===== src/rtl/serial_sub_32bit_pkg.sv =====
// serial_sub_32bit_pkg: shared FSM encoding and default operand/digit widths.
package serial_sub_32bit_pkg;
    typedef enum logic [1:0] {IDLE = 2'd0, RUN = 2'd1, DONE = 2'd2} state_t;
    localparam int DEF_WIDTH = 32;
    localparam int DEF_DIGIT = 4;
endpackage


===== src/rtl/sub_digit.sv =====
// sub_digit: W-bit subtractor a - b - bi with borrow-out and the borrow into the MSB.
module sub_digit #(
    parameter int W = 4
) (
    input  logic [W-1:0] a,
    input  logic [W-1:0] b,
    input  logic         bi,
    output logic [W-1:0] d,
    output logic         bo,
    output logic         bm
);
    assign {bo, d} = {1'b0, a} - {1'b0, b} - (W+1)'(bi);
    // The MSB sum bit is a^b^borrow_in, so the incoming borrow falls out by XOR.
    assign bm = d[W-1] ^ a[W-1] ^ b[W-1];
endmodule


===== src/rtl/serial_sub_32bit.sv =====
// serial_sub_32bit: digit-serial A - B - bin, DIGIT bits per cycle, valid/ready on both sides.
module serial_sub_32bit
    import serial_sub_32bit_pkg::*;
#(
    parameter int WIDTH = DEF_WIDTH,
    parameter int DIGIT = DEF_DIGIT
) (
    input  logic             clk,
    input  logic             rst_n,
    input  logic             in_valid,
    output logic             in_ready,
    input  logic [WIDTH-1:0] A,
    input  logic [WIDTH-1:0] B,
    input  logic             bin,
    output logic             out_valid,
    input  logic             out_ready,
    output logic [WIDTH-1:0] diff,
    output logic             bout,
    output logic             ovf,
    output logic             zero
);
    localparam int STEPS = WIDTH / DIGIT;
    localparam int CW = $clog2(STEPS) + 1;
    state_t state_q, state_d;
    logic [WIDTH-1:0] a_q, a_d, b_q, b_d, diff_q, diff_d;
    logic [CW-1:0] cnt_q, cnt_d;
    logic br_q, br_d, bout_q, bout_d, ovf_q, ovf_d, zero_q, zero_d;
    logic [DIGIT-1:0] dig_d;
    logic dig_bo, dig_bm;

    sub_digit #(.W(DIGIT)) u_sub_digit (
        .a (a_q[DIGIT-1:0]),
        .b (b_q[DIGIT-1:0]),
        .bi(br_q),
        .d (dig_d),
        .bo(dig_bo),
        .bm(dig_bm)
    );

    always_comb begin
        state_d = state_q;
        a_d = a_q;
        b_d = b_q;
        br_d = br_q;
        cnt_d = cnt_q;
        diff_d = diff_q;
        bout_d = bout_q;
        ovf_d = ovf_q;
        zero_d = zero_q;
        if (state_q == IDLE && in_valid) begin
            state_d = RUN;
            a_d = A;
            b_d = B;
            br_d = bin;
            cnt_d = '0;
            diff_d = '0;
            bout_d = 1'b0;
            ovf_d = 1'b0;
            zero_d = 1'b0;
        end else if (state_q == RUN) begin
            a_d = a_q >> DIGIT;
            b_d = b_q >> DIGIT;
            br_d = dig_bo;
            cnt_d = cnt_q + 1'b1;
            // Result digits enter at the top so the last digit lands in the MSBs.
            diff_d = WIDTH'({dig_d, diff_q} >> DIGIT);
            if (cnt_q == CW'(STEPS - 1)) begin
                state_d = DONE;
                bout_d = dig_bo;
                ovf_d = dig_bo ^ dig_bm;
                zero_d = diff_d == '0;
            end
        end else if (state_q == DONE && out_ready) begin
            state_d = IDLE;
        end
    end

    always_ff @(posedge clk or negedge rst_n) begin
        if (!rst_n) begin
            state_q <= IDLE;
            a_q <= '0;
            b_q <= '0;
            br_q <= 1'b0;
            cnt_q <= '0;
            diff_q <= '0;
            bout_q <= 1'b0;
            ovf_q <= 1'b0;
            zero_q <= 1'b0;
        end else begin
            state_q <= state_d;
            a_q <= a_d;
            b_q <= b_d;
            br_q <= br_d;
            cnt_q <= cnt_d;
            diff_q <= diff_d;
            bout_q <= bout_d;
            ovf_q <= ovf_d;
            zero_q <= zero_d;
        end
    end

    assign in_ready = state_q == IDLE;
    assign out_valid = state_q == DONE;
    assign diff = diff_q;
    assign bout = bout_q;
    assign ovf = ovf_q;
    assign zero = zero_q;
endmodule

===== config.mk =====
export PLATFORM = sky130hd
export DESIGN_NAME = serial_sub_32bit
export DESIGN_NICKNAME = d
export VERILOG_FILES = /design/src/rtl/serial_sub_32bit_pkg.sv /design/src/rtl/sub_digit.sv /design/src/rtl/serial_sub_32bit.sv
export SDC_FILE = /design/constraint.sdc
export NUM_CORES = 1
export LEC_CHECK = 0
export CAP_MARGIN = 10
export CORE_ASPECT_RATIO = 0.5
export CORE_MARGIN = 2
export CORE_UTILIZATION = 54
export CTS_CLUSTER_DIAMETER = 40
export DETAILED_ROUTE_END_ITERATION = 8
export MAX_ROUTING_LAYER = met4
export PLACE_DENSITY = 0.85
export SYNTH_ARGS = -nofsm -noshare
export SYNTH_HDL_FRONTEND = slang
export SYNTH_SLANG_ARGS = --single-unit

===== constraint.sdc =====
create_clock -name clk -period 4.3 [get_ports clk]
set_input_delay 1.075 -clock clk [delete_from_list [all_inputs] [get_ports clk]]
set_output_delay 1.075 -clock clk [all_outputs]
set_load 0.1 [all_outputs]

Yosys cells after proc, flatten, opt, wreduce, memory -nomap -nowiden. Index checks and enable logic that the tools add are counted.

Register bits: 106. Bits of input ports: 69.

Add/subtract/negate cells: 3. Equality and inequality tests: 4. Muxes and demuxes: 23. Bitwise gates (word level): 3. Reduce and logical (&&, ||, !) cells: 9.

Operators with widths (count): $mux W32 (6); $logic_not A32 Y1 (1); $mux W1 (11); $mux W2 (4); $mux W4 (2); $sub A4 B4 Y5 (1); $sub A5 B1 Y5 (1); $add A4 B1 Y4 const B (1); $eq A4 B3 Y1 const B (1); $reduce_and A2 Y1 (2); $reduce_bool A2 Y1 (2); $ne A3 B2 Y1 const B (1); $reduce_bool A3 Y1 (1); $xor A1 B1 Y1 (3); $eq A2 B1 Y1 const B (1); $eq A2 B2 Y1 const B (1); $logic_and A1 B1 Y1 (2); $logic_not A2 Y1 (1).

Depth between registers and ports, before layout. Gate-level depths: netlist of the first run.

Word-level depth: 8. Gate-level depth with buffers: 9.

Modules after synthesis. From an unflattened synthesis of the first run, not the netlist that was laid out.

Cells, all modules: 507. Area total of the unflattened synthesis: 4718.3 µm².

Modules (own cells, without submodules): serial_sub_32bit (instances 1, cells each 477, area an instance 4479.3 µm², seq. area each 2652.5 µm²); sub_digit (instances 1, cells each 30, area an instance 239.0 µm², seq. area each 0.0 µm²).

Worst setup path after synthesis of the first run. No wires, ideal clock.

Path type: register to output. Start point: register state_q[0]. End point: output out_valid. Arrival time: 1.763 ns. Data required time: 3.225 ns. Path slack: 1.462 ns. Stages on the path, launching flop included: 2. Path buffers: 0. Cell sequence: dfrtp_1 nor2b_1.

Cells in the longest elaborated chain, start to end: 1.

Ends and longest elaborated chain: start, declared (line serial_sub_32bit.sv:24) `state_t state_q, state_d;`; start signal, assigned (line serial_sub_32bit.sv:90) `state_q <= state_d;`; $eq A2 B2 Y1 (line serial_sub_32bit.sv:103) `assign out_valid = state_q == DONE;`; end, declared (line serial_sub_32bit.sv:15) `output logic out_valid,`.

No other way between the ends.

Final worst setup path of the first run.
Start point: register state_q[1]. End point: output out_valid.

Same word-level chain as after synthesis.

==> results of run 1 <==
## power by group
part | switching, µW | internal [µW] | leakage (µW)
Combinational | 2000 | 790 | 0.00145
Clock | 365 | 406 | 0.000131
Sequential | 284 | 1350 | 0.00140
Total | 2650 | 2550 | 0.00298
## metal layers
layer	up-vias	wire length, µm	share of wire
met5	-	0	0
met4	0	127	0.012
met3	15	616	0.057
met2	123	5000	0.47
met1	1906	4990	0.46
li1	1845	-	-
## critical path, cell delays in order (launching register included)
cell	delay [ns]
dfrtp_1	0.46
nor2b_1	0.16
clkdlybuf4s50_1	1.13
## synth_stat cells (all sizes together)
cell type and count:
a21oi 1, a221o 4, a22oi 53, and2b 1, buf 33, clkbuf 1
dfrtp 106, fa 2, ha 7, inv 9, nand2 183, nand2b 2
nand3 46, nand3b 1, nand4 3, nand4b 1, nor2 5, nor2b 3
nor3 6, nor4 6, o21a 1, o21ai 12, or3b 1, xnor2 5
xnor3 1, xor2 1
## kinds of logic after synthesis
kind of cell / after synthesis / share of synthesized area
and+or+nand+nor: 258 / 0.236
DFF: 106 / 0.564
AOI/OAI and AO/OA: 71 / 0.109
buffers and inverters: 43 / 0.0463
adders and majority gates: 9 / 0.0272
xor gates and xnor gates: 7 / 0.0176
## final cells by class
class	instances	area, µm²
sequential	106	2650
multi-input combinational	345	1840
clock buffer	11	243
clock inverter	5	30.0
timing repair buffer	111	1090
inverter	9	33.8
fill	622	2200
tap	112	140
## registers in the layout, indices dropped and copies added (netlist names)
name     count
state_q      2
diff        32
a_q         32
b_q         32
zero         1
bout         1
ovf          1
cnt_q        4
br_q         1
## how the worst max path moves through the flow
stage | start | endpoint | slack, ns | cells after the start
floorplan | state_q[0] | out_valid | 1.46 | 1
global placement | in_valid | b_q[1] | 1.30 | 6
detailed placement | in_valid | a_q[3] | 1.27 | 6
CTS | state_q[1] | out_valid | 1.10 | 2
global route | state_q[1] | out_valid | 1.05 | 2
finish | state_q[1] | out_valid | 1.12 | 2
## metrics by stage
stage | util | hold slack (ns) | cells | instance area, µm²
after floorplan | - | 0.438 | 494 | 4700
after global placement | 0.700 | 0.455 | 683 | 5760
after detailed placement | 0.700 | 0.463 | 683 | 5760
after CTS | 0.733 | 0.475 | 699 | 6030
after global routing | 0.733 | 0.492 | 699 | 6030
final | 0.733 | 0.473 | 699 | 6030
==> summary.txt, run 1 <==
Clocking
  – Sink Count: 106
  – Buffers inserted during post-CTS setup optimization: 0
  – Clk_lat worst skew: 0.35 ns
  – CTS HTree Levels: 3
  – Clock Tree Buf Depth: 2
  – Root Buffer: clkbuf_16
  – Hold-fix buffers, CTS: 0
  – Clock-pin slew on the worst setup and hold paths: 0.07 ns
  – CTS tree: built
  – Number of clock buffers inserted by TritonCTS: 9
  – Resized Gates After CTS: 0

STA
  – Slew @ Worst Pin: 0.984 ns
  – Final clock period utilization by the worst path: 0.740
  – Unrepaired setup endpoints after global routing: no
  – Final worst-path setup slack: 1.12 ns
  – Final clock skew: 0.00599 ns
  – Tmin final: 3.18 ns
  – Pins Over Slew Limit: 0
  – Max transition margin: 0.342
  – Setup TNS: 0 ns
  – Maximum achievable frequency: 314 MHz
  – Final hold vios: 0
  – Final setup violation count: 0

Drt
  – Average detailed-routed wire length per instance: 15.4 µm
  – Number of DRC violations after detailed-routing iteration 0: 320
  – First drt pass iteration count: 6
  – Vias/cell: 5.56
  – Routed via count: 3889
  – Detail Route Antenna Nets: 0
  – Wire length after detailed routing: 10700 µm
  – DRC Markers: 0

Worst setup path
  – Number of cell instances on the worst register-to-register path: 7
  – R2R Path Start: a_q[0]
  – Startpoint type of the worst setup path: register
  – Critical-path maximum fanout: 7
  – Arrival time reported for the critical path endpoint: 2.11 ns
  – Type of destination of the critical path: primary output
  – Terminus of the critical flop-to-flop path: zero
  – Worst Setup Path Type: reg2out
  – Critical Path RT: 3.22 ns
  – Setup slack, reg-to-reg: 1.89 ns

Layout
  – Layout overhead on the synthesized area: 28.4%
  – Most common cell after layout, fill and taps aside: nand2_1
  – Diodes inserted: 0
  – Proportion of layout cells with a drive suffix above 1: 0.0477
  – Net count, final: 660
  – Commonest cells after routing, fill and taps aside: nand2_1 (183), dfrtp_1 (106), clkdlybuf4s50_1 (104), a22oi_1 (53), nand3_1 (46)

GRT
  – Global-route wire length before repair: 18000 µm
  – Number of antenna violations at the first check in global routing: 0
  – Met2 GRT Util: 0.369
  – Met3 track utilization from global routing: 0.0646
  – Congestion Overflow GR: 0
  – Met1 global-route usage: 0.336
  – Overall Global Routing Usage: 0.247
  – Most used routing layer in global routing: met2
  – Largest net degree at the start of global routing: 71
  – Via count of the first global-routing pass: 3709

Synth
  – Synth Register Bits: 106
  – Post-synthesis instance area: 4700 µm²
  – Net count of the mapped netlist: 572
  – Yosys warning count: 0
  – Sequential share of the synthesized area: 0.564
  – Mapped Avg Cell Area: 9.51 µm²
  – Yosys top cell by area: dfrtp_1
  – Number of standard cells after synthesis: 494
  – Area fraction of the dominant cell type after synthesis: 0.564
  – Dominant cells by area after synthesis: dfrtp_1 (56%), nand2_1 (15%), a22oi_1 (8.5%)
  – Count of distinct cell types in the synthesized netlist: 32

Die
  – Die width: 136 µm
  – Total number of placement rows: 23
  – Die H: 70.0 µm
  – Starting utilization of the core area: 0.571
  – Placeable core region: 8230 µm²
  – I/O Pins: 106
  – DIE AREA: 9510 µm²

Placed design
  – Port Buffer Count: 105
  – GPL Wtd Cong: 0.806
  – Half-perimeter wire length of the detailed placement result: 7010 µm
  – Post-Place Worst Slack: 1.27 ns

Min path
  – WHS Path Cells: 1
  – Hold Crit Start: cnt_q[3]
  – Classification of the worst-slack hold path: reg2reg
  – Sink of the worst hold path: cnt_q[3]

Power
  – Leakage dissipation: 0.00298 µW
  – Pwr Density: 861 nW/µm²
  – PnR Total Power: 5200 µW
  – Maximum resistive drop on vdd: 739 µV

Outcome
  – Result of the run: finished clean

Job
  – Number of maximum-capacitance constraint violations: 0
(Power assumes the default switching activity.)
==> inputs of run 2 (changes only) <==
--- a/config.mk
+++ b/config.mk
@@ -8,11 +8,11 @@
 export CAP_MARGIN = 10
 export CORE_ASPECT_RATIO = 0.5
 export CORE_MARGIN = 2
-export CORE_UTILIZATION = 54
+export CORE_UTILIZATION = 50
 export CTS_CLUSTER_DIAMETER = 40
 export DETAILED_ROUTE_END_ITERATION = 8
 export MAX_ROUTING_LAYER = met4
-export PLACE_DENSITY = 0.85
+export PLACE_DENSITY = 0.79
 export SYNTH_ARGS = -nofsm -noshare
 export SYNTH_HDL_FRONTEND = slang
 export SYNTH_SLANG_ARGS = --single-unit
==> constraint.sdc (replaced) <==
create_clock -name clk -period 3.19 [get_ports clk]
set_input_delay 0.7975 -clock clk [delete_from_list [all_inputs] [get_ports clk]]
set_output_delay 0.7975 -clock clk [all_outputs]
set_load 0.1 [all_outputs]
==> run 2 against run 1 <==
  * Setup slack got worse by 0.44 ns
  * Sequential power increased by 35%
  * Via count decreased by 0.51%
  * Flip-flop and latch count unchanged
  * Core utilization decreased by 5.9 points
  * Highest routed layer unchanged
  * Critical path depth increased by 5
  * Sequential share of layout area increased by 0.15 points
  * Critical endpoint is now zero
  * Combinational power increased by 33%
  * Cell count increased by 1.0%
  * Register-to-register slack got worse by 1.2 ns
  * Power increased by 36%
  * Clock-buffer cell count decreased by 2
==> summary.txt, run 2 (synthesis gave the netlist of run 1 again) <==
Outcome
  – Result of the run: finished clean

Power
  – Internal cell power: 3470 µW
  – Pwr Density: 1180 nW/µm²
  – Share of total power consumed by net switching: 0.511
  – Clock power share: 0.162
  – Switching power of the nets: 3620 µW
  – Maximum resistive drop on vdd: 459 µV
  – Leakage dissipation: 0.00305 µW
  – Combinational power share: 0.526
  – Portion of total power attributed to sequential cells: 0.313

Clocking
  – CTS HTree Levels: 3
  – Resized Gates After CTS: 0
  – Number of clock buffers inserted by TritonCTS: 9
  – Sink Count: 106
  – Clock-pin slew on the worst setup and hold paths: 0.07 ns
  – Clk_lat worst skew: 0.34 ns
  – CTS tree: built
  – Hold-fix buffers, CTS: 0
  – Root Buffer: clkbuf_16
  – Clock Tree Buf Depth: 2
  – Buffers inserted during post-CTS setup optimization: 0

Placed design
  – GPL Wtd Cong: 0.797
  – Half-perimeter wire length of the detailed placement result: 7370 µm
  – Port Buffer Count: 105
  – Inst Count DP: 690

Drt
  – First drt pass iteration count: 5
  – Routed via count: 3869
  – Wire length after detailed routing: 10900 µm
  – Detail Route Antenna Nets: 0
  – DRC Markers: 0
  – Number of DRC violations after detailed-routing iteration 0: 231
  – Average detailed-routed wire length per instance: 15.5 µm
  – Vias/cell: 5.48

STA
  – Unrepaired setup endpoints after global routing: no
  – Final clock period utilization by the worst path: 0.786
  – Tmin final: 2.51 ns
  – Final setup violation count: 0
  – Final hold vios: 0
  – Max transition margin: 0.383
  – Maximum achievable frequency: 399 MHz
  – Setup TNS: 0 ns
  – Final clock skew: 0.00553 ns
  – Pins Over Slew Limit: 0
  – Slew @ Worst Pin: 0.925 ns

Worst setup path
  – Type of destination of the critical path: register
  – Arrival time reported for the critical path endpoint: 2.76 ns
  – Critical path's largest stage delay: 0.49 ns
  – Critical path depth: 7
  – Number of cell instances on the worst register-to-register path: 7
  – Startpoint type of the worst setup path: register
  – List of cells traversed by the critical path: fa_1 -> fa_1 -> nor4_1 -> nand4_1 -> nor3_1 -> nand2_1 -> o21ai_0
  – Critical-path cell with the highest stage delay: fa_1
  – Critical-path maximum fanout: 2
  – Worst Setup Path Type: reg2reg
  – Most used cell, CP: fa_1
  – Kind of cell with the highest combined delay on the critical path: adder cells
  – Setup slack, reg-to-reg: 0.68 ns
  – Worst path bufs/invs: 0
  – Critical Path RT: 3.45 ns

GRT
  – Via count of the first global-routing pass: 3653
  – Congestion Overflow GR: 0
  – Largest net degree at the start of global routing: 56
  – Global-route wire length before repair: 18000 µm
  – Overall Global Routing Usage: 0.230
  – Number of antenna violations at the first check in global routing: 0

Die
  – I/O Pins: 106
  – Die H: 72.6 µm
  – Starting utilization of the core area: 0.527
  – Total number of placement rows: 24
  – DIE AREA: 10200 µm²
  – Placeable core region: 8920 µm²
  – Die width: 141 µm

Layout
  – Net count, final: 662
  – Commonest cells after routing, fill and taps aside: nand2_1 (183), dfrtp_1 (106), clkdlybuf4s50_1 (67), a22oi_1 (53), nand3_1 (46)
  – Most common cell after layout, fill and taps aside: nand2_1
  – Diodes inserted: 0
  – Fin cells: 706
  – Layout overhead on the synthesized area: 28.0%
  – Proportion of layout cells with a drive suffix above 1: 0.115

Min path
  – Classification of the worst-slack hold path: in2async

Job
  – Number of maximum-capacitance constraint violations: 0
==> run 2: changes by cell type in the layout (fill, tap and decap cells not counted) <==
cell,before,now
buf_12,0,1
buf_4,7,45
bufinv_16,0,1
clkbuf_1,1,0
clkbuf_8,1,0
clkdlybuf4s50_1,104,67
clkinv_2,3,0
clkinvlp_4,2,3
inv_8,0,3
==> run 2: final timing paths <==
| kind | startpoint | endpoint |
|---|---|---|
| min | rst_n | b_q[28] |
| min in group clk | cnt_q[3] | cnt_q[3] |
| min reg2reg | cnt_q[3] | cnt_q[3] |
| max in group asynchronous | rst_n | a_q[16] |
| max reg2reg | a_q[0] | zero |
| max | a_q[0] | zero |
==> run 2: cell type report <==
cell class	instances	area (µm²)
clock buffers	9	225
repair buffers	113	1030
flip-flops and latches	106	2650
clock inverters	7	86.3
inverters	9	33.8
fillers	709	2910
multi-input cells	345	1840
well taps	117	146
==> run 2: routing by layer <==
layer	GRT usage	part of all wire	vias to the layer above
met5	-	0	-
li1	-	-	1854
met2	0.352	0.47	120
met3	0.0508	0.051	7
met4	0.0433	0.0077	0
met1	0.324	0.47	1888
==> run 2: metrics by stage <==
| step | utilization | worst slack (ns) | total power, µW | cell area, µm² | hold slack (ns) |
|---|---|---|---|---|---|
| after floorplan | - | 0.629 | 5130 | 4700 | 0.438 |
| after global placement | 0.639 | 0.524 | 5870 | 5700 | 0.451 |
| after detailed placement | 0.639 | 0.514 | 5950 | 5700 | 0.455 |
| after CTS | 0.674 | 0.667 | 7110 | 6010 | 0.446 |
| after global routing | 0.674 | 0.498 | 7520 | 6010 | 0.470 |
| final | 0.674 | 0.682 | 7080 | 6010 | 0.426 |
==> run 2: power by group through the flow <==
stage	sequential, µW	clock, µW	combinational, µW
6_report	2210	1150	3720
5_1_grt	2270	1220	4030
4_1_cts	2210	1170	3740
3_5_place_dp	2230	0	3720
3_3_place_gp	2210	0	3660
2_1_floorplan	3450	0	1680
==> variant 1 (flow settings as in run 1) <==
Re-encode `state_t` (3 states) as one-hot, 3 bits wide.
--- a/src/rtl/serial_sub_32bit_pkg.sv
+++ b/src/rtl/serial_sub_32bit_pkg.sv
@@ -1,6 +1,6 @@
 // serial_sub_32bit_pkg: shared FSM encoding and default operand/digit widths.
 package serial_sub_32bit_pkg;
-    typedef enum logic [1:0] {IDLE = 2'd0, RUN = 2'd1, DONE = 2'd2} state_t;
+    typedef enum logic [2:0] {IDLE = 3'b001, RUN = 3'b010, DONE = 3'b100} state_t;
     localparam int DEF_WIDTH = 32;
     localparam int DEF_DIGIT = 4;
 endpackage
Behaviour: same outputs for any inputs over 10 cycles, from zero or initial values and one cycle with rst_n low; not proved beyond that.
==> variant 1 against run 1 <==
Worst setup slack got worse by 0.20 ns; utilization increased by 2.2 points; sequential cell count increased by 1; critical path depth increased by 1; area after synthesis decreased by 0.43%; wire length decreased by 3.7%; design area increased by 2.6%; highest routed layer unchanged.
Power is not compared: it rests on default switching activity, and its combinational part moved more than twofold at a synthesized area within 25%.
==> variant 1: results (changes against run 1) <==
syn_nets=498 (was 572); status=completed (unchanged); Seq/Total Area, Yosys=57.25% (was 56.44%); diode count=0 (unchanged); r2r endpoint=ovf (was zero); Worst Hold End=b_q[24] (was cnt_q[3]); final net count=591 (was 660); hold path depth=2 (was 1); largest net degree at the start of global routing=103 (was 71); XOR/XNOR Fraction of Synth Area=1.791% (was 1.757%); Placed Cells=614 (was 683); initial drt markers=267 (was 320); R2R cell count=7 (unchanged); post-CTS setup buffer count=0 (unchanged); M3 GR Usage=4.971% (was 6.463%); crit path max-delay cell type=clkdlybuf4s50_1 (unchanged); gpl congestion=0.7941 (was 0.8064); Worst Skew=0.005445 ns (was 0.005986 ns); port bufs=105 (unchanged); worst ir drop on vdd=0.2695 mV; Routed wire per std cell=16.42 um (was 15.36 um); Root Driver=clkbuf_16 (unchanged); Netlist cell types=29 (was 32); Hold Crit Start=b_q[24] (was cnt_q[3]); GR Util met2=39.51% (was 36.92%); DRT Wirelength=10340 um (was 10740 um); vias per inst=5.519 (was 5.564); Commonest cells post-synth=dfrtp_1, nand2_1, a22o_1 (was nand2_1, dfrtp_1, a22oi_1); post-synthesis cell count=420 (was 494); Worst EP arrival=2.31 ns (was 2.11 ns); mux contribution to synthesized area=8.155% (was 0%); max-cap violations=0 (unchanged); H-tree levels=3 (unchanged); fraction of registers with async set/reset=100.0% (unchanged); filler cell count=573 (was 622); Synth Area in Compound Gates=15.88% (was 10.86%); layout cells sized above 1=5.405% (was 4.770%); vias in the first global route=3484 (was 3709); GRT met1 Usage=31.30% (was 33.60%); r2r setup slk=1.65 ns (was 1.89 ns); gr usage total=24.26% (was 24.74%); CTS buffer count=9 (unchanged); first-pass GRT wire length=17420 um (was 17970 um); dpl hpwl=6717 um (was 7014 um); clock tree buffer depth=2 (unchanged); ranking of synthesized cells by area=dfrtp_1, mux2i_1, a22o_1, nand2_1, o21ai_0 (was dfrtp_1, nand2_1, a22oi_1, nand3_1, buf_2); post-synthesis adder-cell area fraction=2.727% (was 2.716%); slew of the pin with the lowest slew margin=0.9947 ns (was 0.9844 ns)
## variant 1: power by group through the flow
stage	Combinational (mW)	Clock (mW)	Sequential, mW
6_report	0.182	1.01	1.07
3_3_place_gp	0.176	0	1.08
5_1_grt	0.202	1.06	1.07
3_5_place_dp	0.183	0	1.09
2_1_floorplan	0.0712	0	1.09
4_1_cts	0.185	1.02	1.07
## variant 1: cell type report
class / instances / area share [%]
Clock buffer: 10 / 3.859
Clock inverter: 6 / 2.202
Inverter: 10 / 0.6062
Multi-Input combinational cell: 275 / 30.07
Sequential cell: 107 / 43.26
Tap cell: 112 / 2.263
Timing Repair Buffer: 110 / 17.74
## variant 1: kinds of logic (layout without fill, tap and decap cells)
| family | after synthesis | count (layout) |
|---|---|---|
| buffers and inverters | 38 | 136 |
| and+or+nand+nor | 113 | 113 |
| AOI/OAI and AO/OA | 107 | 107 |
| muxes | 38 | 38 |
| adders and majority gates | 9 | 9 |
| xor gates and xnor gates | 8 | 8 |
| DFF | 107 | 107 |
## variant 1: worst register-to-register path, cell delays in order, from the launching register on
cell and delay [ns]:
dfrtp_1 0.40, fa_1 0.47, fa_1 0.44, nand2b_1 0.18, a21oi_1 0.17, xor2_1 0.37, xnor3_1 0.40, o21ai_0 0.14
## variant 1: how the worst max path moves through the flow
stage	startpoint	end	slack [ns]	cells past startpoint
2_1_floorplan	state_q[2]	out_valid	0.73	2
3_3_place_gp	state_q[0]	in_ready	1.31	3
3_5_place_dp	in_valid	a_q[27]	1.25	5
4_1_cts	state_q[0]	in_ready	0.90	3
5_1_grt	state_q[0]	in_ready	0.86	3
6_report	state_q[0]	in_ready	0.92	3
## variant 1: through the flow
stage	area (um^2)	setup WS (ns)	hold WS, ns
2_1_floorplan	4679	0.7327	0.4457
3_3_place_gp	5817	1.306	0.4587
3_5_place_dp	5817	1.249	0.4661
4_1_cts	6192	0.9038	0.4816
5_1_grt	6192	0.8614	0.4954
6_report	6192	0.9155	0.4765
## variant 1: layer usage
layer / share of wire (%) / routed length [um]
met5: 0 / 0
met4: 1.1 / 110
met3: 4.5 / 466
met2: 50 / 5196
met1: 44 / 4568
==> variant 2 (flow settings as in run 1) <==
Made on the original files. The package constant `DEF_WIDTH` goes from 32 to 128.
--- a/src/rtl/serial_sub_32bit_pkg.sv
+++ b/src/rtl/serial_sub_32bit_pkg.sv
@@ -1,7 +1,7 @@
 // serial_sub_32bit_pkg: shared FSM encoding and default operand/digit widths.
 package serial_sub_32bit_pkg;
     typedef enum logic [1:0] {IDLE = 2'd0, RUN = 2'd1, DONE = 2'd2} state_t;
-    localparam int DEF_WIDTH = 32;
+    localparam int DEF_WIDTH = 128;
     localparam int DEF_DIGIT = 4;
 endpackage
 
Interface: changed (resized A, B and diff); port bits go from 106 to 394. The function was not compared with the original's and may differ.
==> variant 2 against run 1 <==
Critical path depth is 1 higher; design area rose to 3.7 times the old value; wire length rose to 4.3 times the old value; utilization decreased by 1.1 points; area after synthesis rose to 3.6 times the old value; count of clock-buffer cells in the layout grew 38; worst setup slack lost 0.20 ns; sequential cell count grew 290; global-route usage increased by 4.2 points; power grew to 3.5 times the old value; critical endpoint unchanged; largest cell class unchanged.
==> variant 2: results (changes against run 1) <==
XOR/XNOR Fraction of Synth Area=0.4449% (was 1.757%); Worst Skew=0.02025 ns (was 0.005986 ns); ranking of synthesized cells by area=dfrtp_1, nand2_1, a22oi_1, o21ai_1, buf_2 (was dfrtp_1, nand2_1, a22oi_1, nand3_1, buf_2); post-synthesis adder-cell area fraction=0.7564% (was 2.716%); vias in the first global route=13.72k (was 3709); Place WS=1.199 ns (was 1.266 ns); Clock transition at path regs=0.07 ns (about the same); initial antenna violation count=5 (was 0); TNS Setup=0 ns (unchanged); initial drt markers=1346 (was 320); fraction of registers with async set/reset=100.0% (unchanged); worst ir drop on vdd=0.7215 mV (was 0.7390 mV); Placed Instance Area=20840 um^2 (was 5761 um^2); first drt pass iteration count=7 (was 6); Seq/Total Area, Yosys=58.73% (was 56.44%); dpl hpwl=30370 um (was 7014 um); gpl congestion=0.8623 (was 0.8064); relative slew slack=27.30% (was 34.17%); Commonest cells post-synth=nand2_1, dfrtp_1, a22oi_1 (unchanged); Root Driver=clkbuf_16 (unchanged); CP max stage delay=1.16 ns (was 1.13 ns); Post-CTS Resized=0 (unchanged); mux contribution to synthesized area=0.05933% (was 0%); H-tree levels=2 (was 3); CTS Hold Bufs=0 (unchanged); CP Max Fanout=6 (was 7); syn_nets=2057 (was 572); largest net degree at the start of global routing=165 (was 71); Residual DRC=0 (unchanged); final net count=2373 (was 660); layout cells sized above 1=3.714% (was 4.770%); Final setup viols=0 (unchanged); hold crit path type=reg2reg (unchanged); Netlist cell types=35 (was 32); cell area after layout=22030 um^2 (was 6033 um^2); crit path max-delay cell type=clkdlybuf4s50_1 (unchanged); Finished Layout Cells=2555 (was 699); post-CTS setup buffer count=0 (unchanged); CTS buffer count=36 (was 9); gr usage total=28.94% (was 24.74%); Worst-Skew Late Latency=0.53 ns (was 0.35 ns); first-pass GRT wire length=72750 um (was 17970 um); Synth warnings=0 (unchanged); status=completed (unchanged); Worst EP arrival=2.31 ns (was 2.11 ns); filler cell count=2203 (was 622); Placed Cells=2488 (was 683); Synth Area in Compound Gates=15.55% (was 10.86%); port bufs=393 (was 105); clock tree buffer depth=3 (was 2); leakage=10.37 nW (was 2.979 nW); CP top delay family=buffers and inverters (unchanged); vias per inst=5.556 (was 5.564); post-synthesis cell count=1787 (was 494); DRT Wirelength=45930 um (was 10740 um)
[variant 2: cell count changes in the layout (fill, tap and decap cells not counted), moves of 43 or more]
cell | run 1 | this run
o21ai_1 | 5 | 90
dfrtp_1 | 106 | 396
o21ai_0 | 7 | 50
nand2_1 | 183 | 760
clkdlybuf4s50_1 | 104 | 392
a22oi_1 | 53 | 243
[variant 2: area by class of cell]
| class | count | share of cell area (%) |
|---|---|---|
| inverter | 11 | 0.1874 |
| timing repair buffer | 409 | 19.11 |
| sequential | 396 | 44.98 |
| antenna | 5 | 0.05680 |
| multi-input combinational | 1249 | 27.93 |
| clock inverter | 13 | 0.5623 |
| clock buffer | 49 | 4.771 |
| tap | 423 | 2.402 |
[variant 2: per-layer routing]
metal	GRT usage, %	wire (um)
met5	-	0
met2	46.42	22870
met4	13.43	2070
met1	36.78	18740
met3	4.350	2245
[variant 2: final timing paths]
path / from / end / slack (ns) / cells past startpoint
worst max-delay path: state_q[1] / out_valid / 0.92 / 3
worst min-delay path: b_q[48] / b_q[44] / 0.47 / 2
worst max register to register: a_q[0] / ovf / 1.94 / 8
worst min register to register: b_q[48] / b_q[44] / 0.47 / 2
max in group asynchronous: rst_n / b_q[31] / 2.77 / 2
min in group asynchronous: rst_n / a_q[56] / 0.53 / 1
[variant 2: cell families after synthesis]
| group | count (synthesis) |
|---|---|
| flops | 396 |
| fa+ha+maj | 9 |
| simple gates | 837 |
| compound gates | 395 |
| xor+xnor | 7 |
| buf+inv | 142 |
| mux | 1 |
[variant 2: report_power, final]
| part | switching [mW] | internal (mW) |
|---|---|---|
| sequential | 1.34 | 5.34 |
| clock | 1.40 | 1.84 |
| combinational | 6.00 | 2.15 |
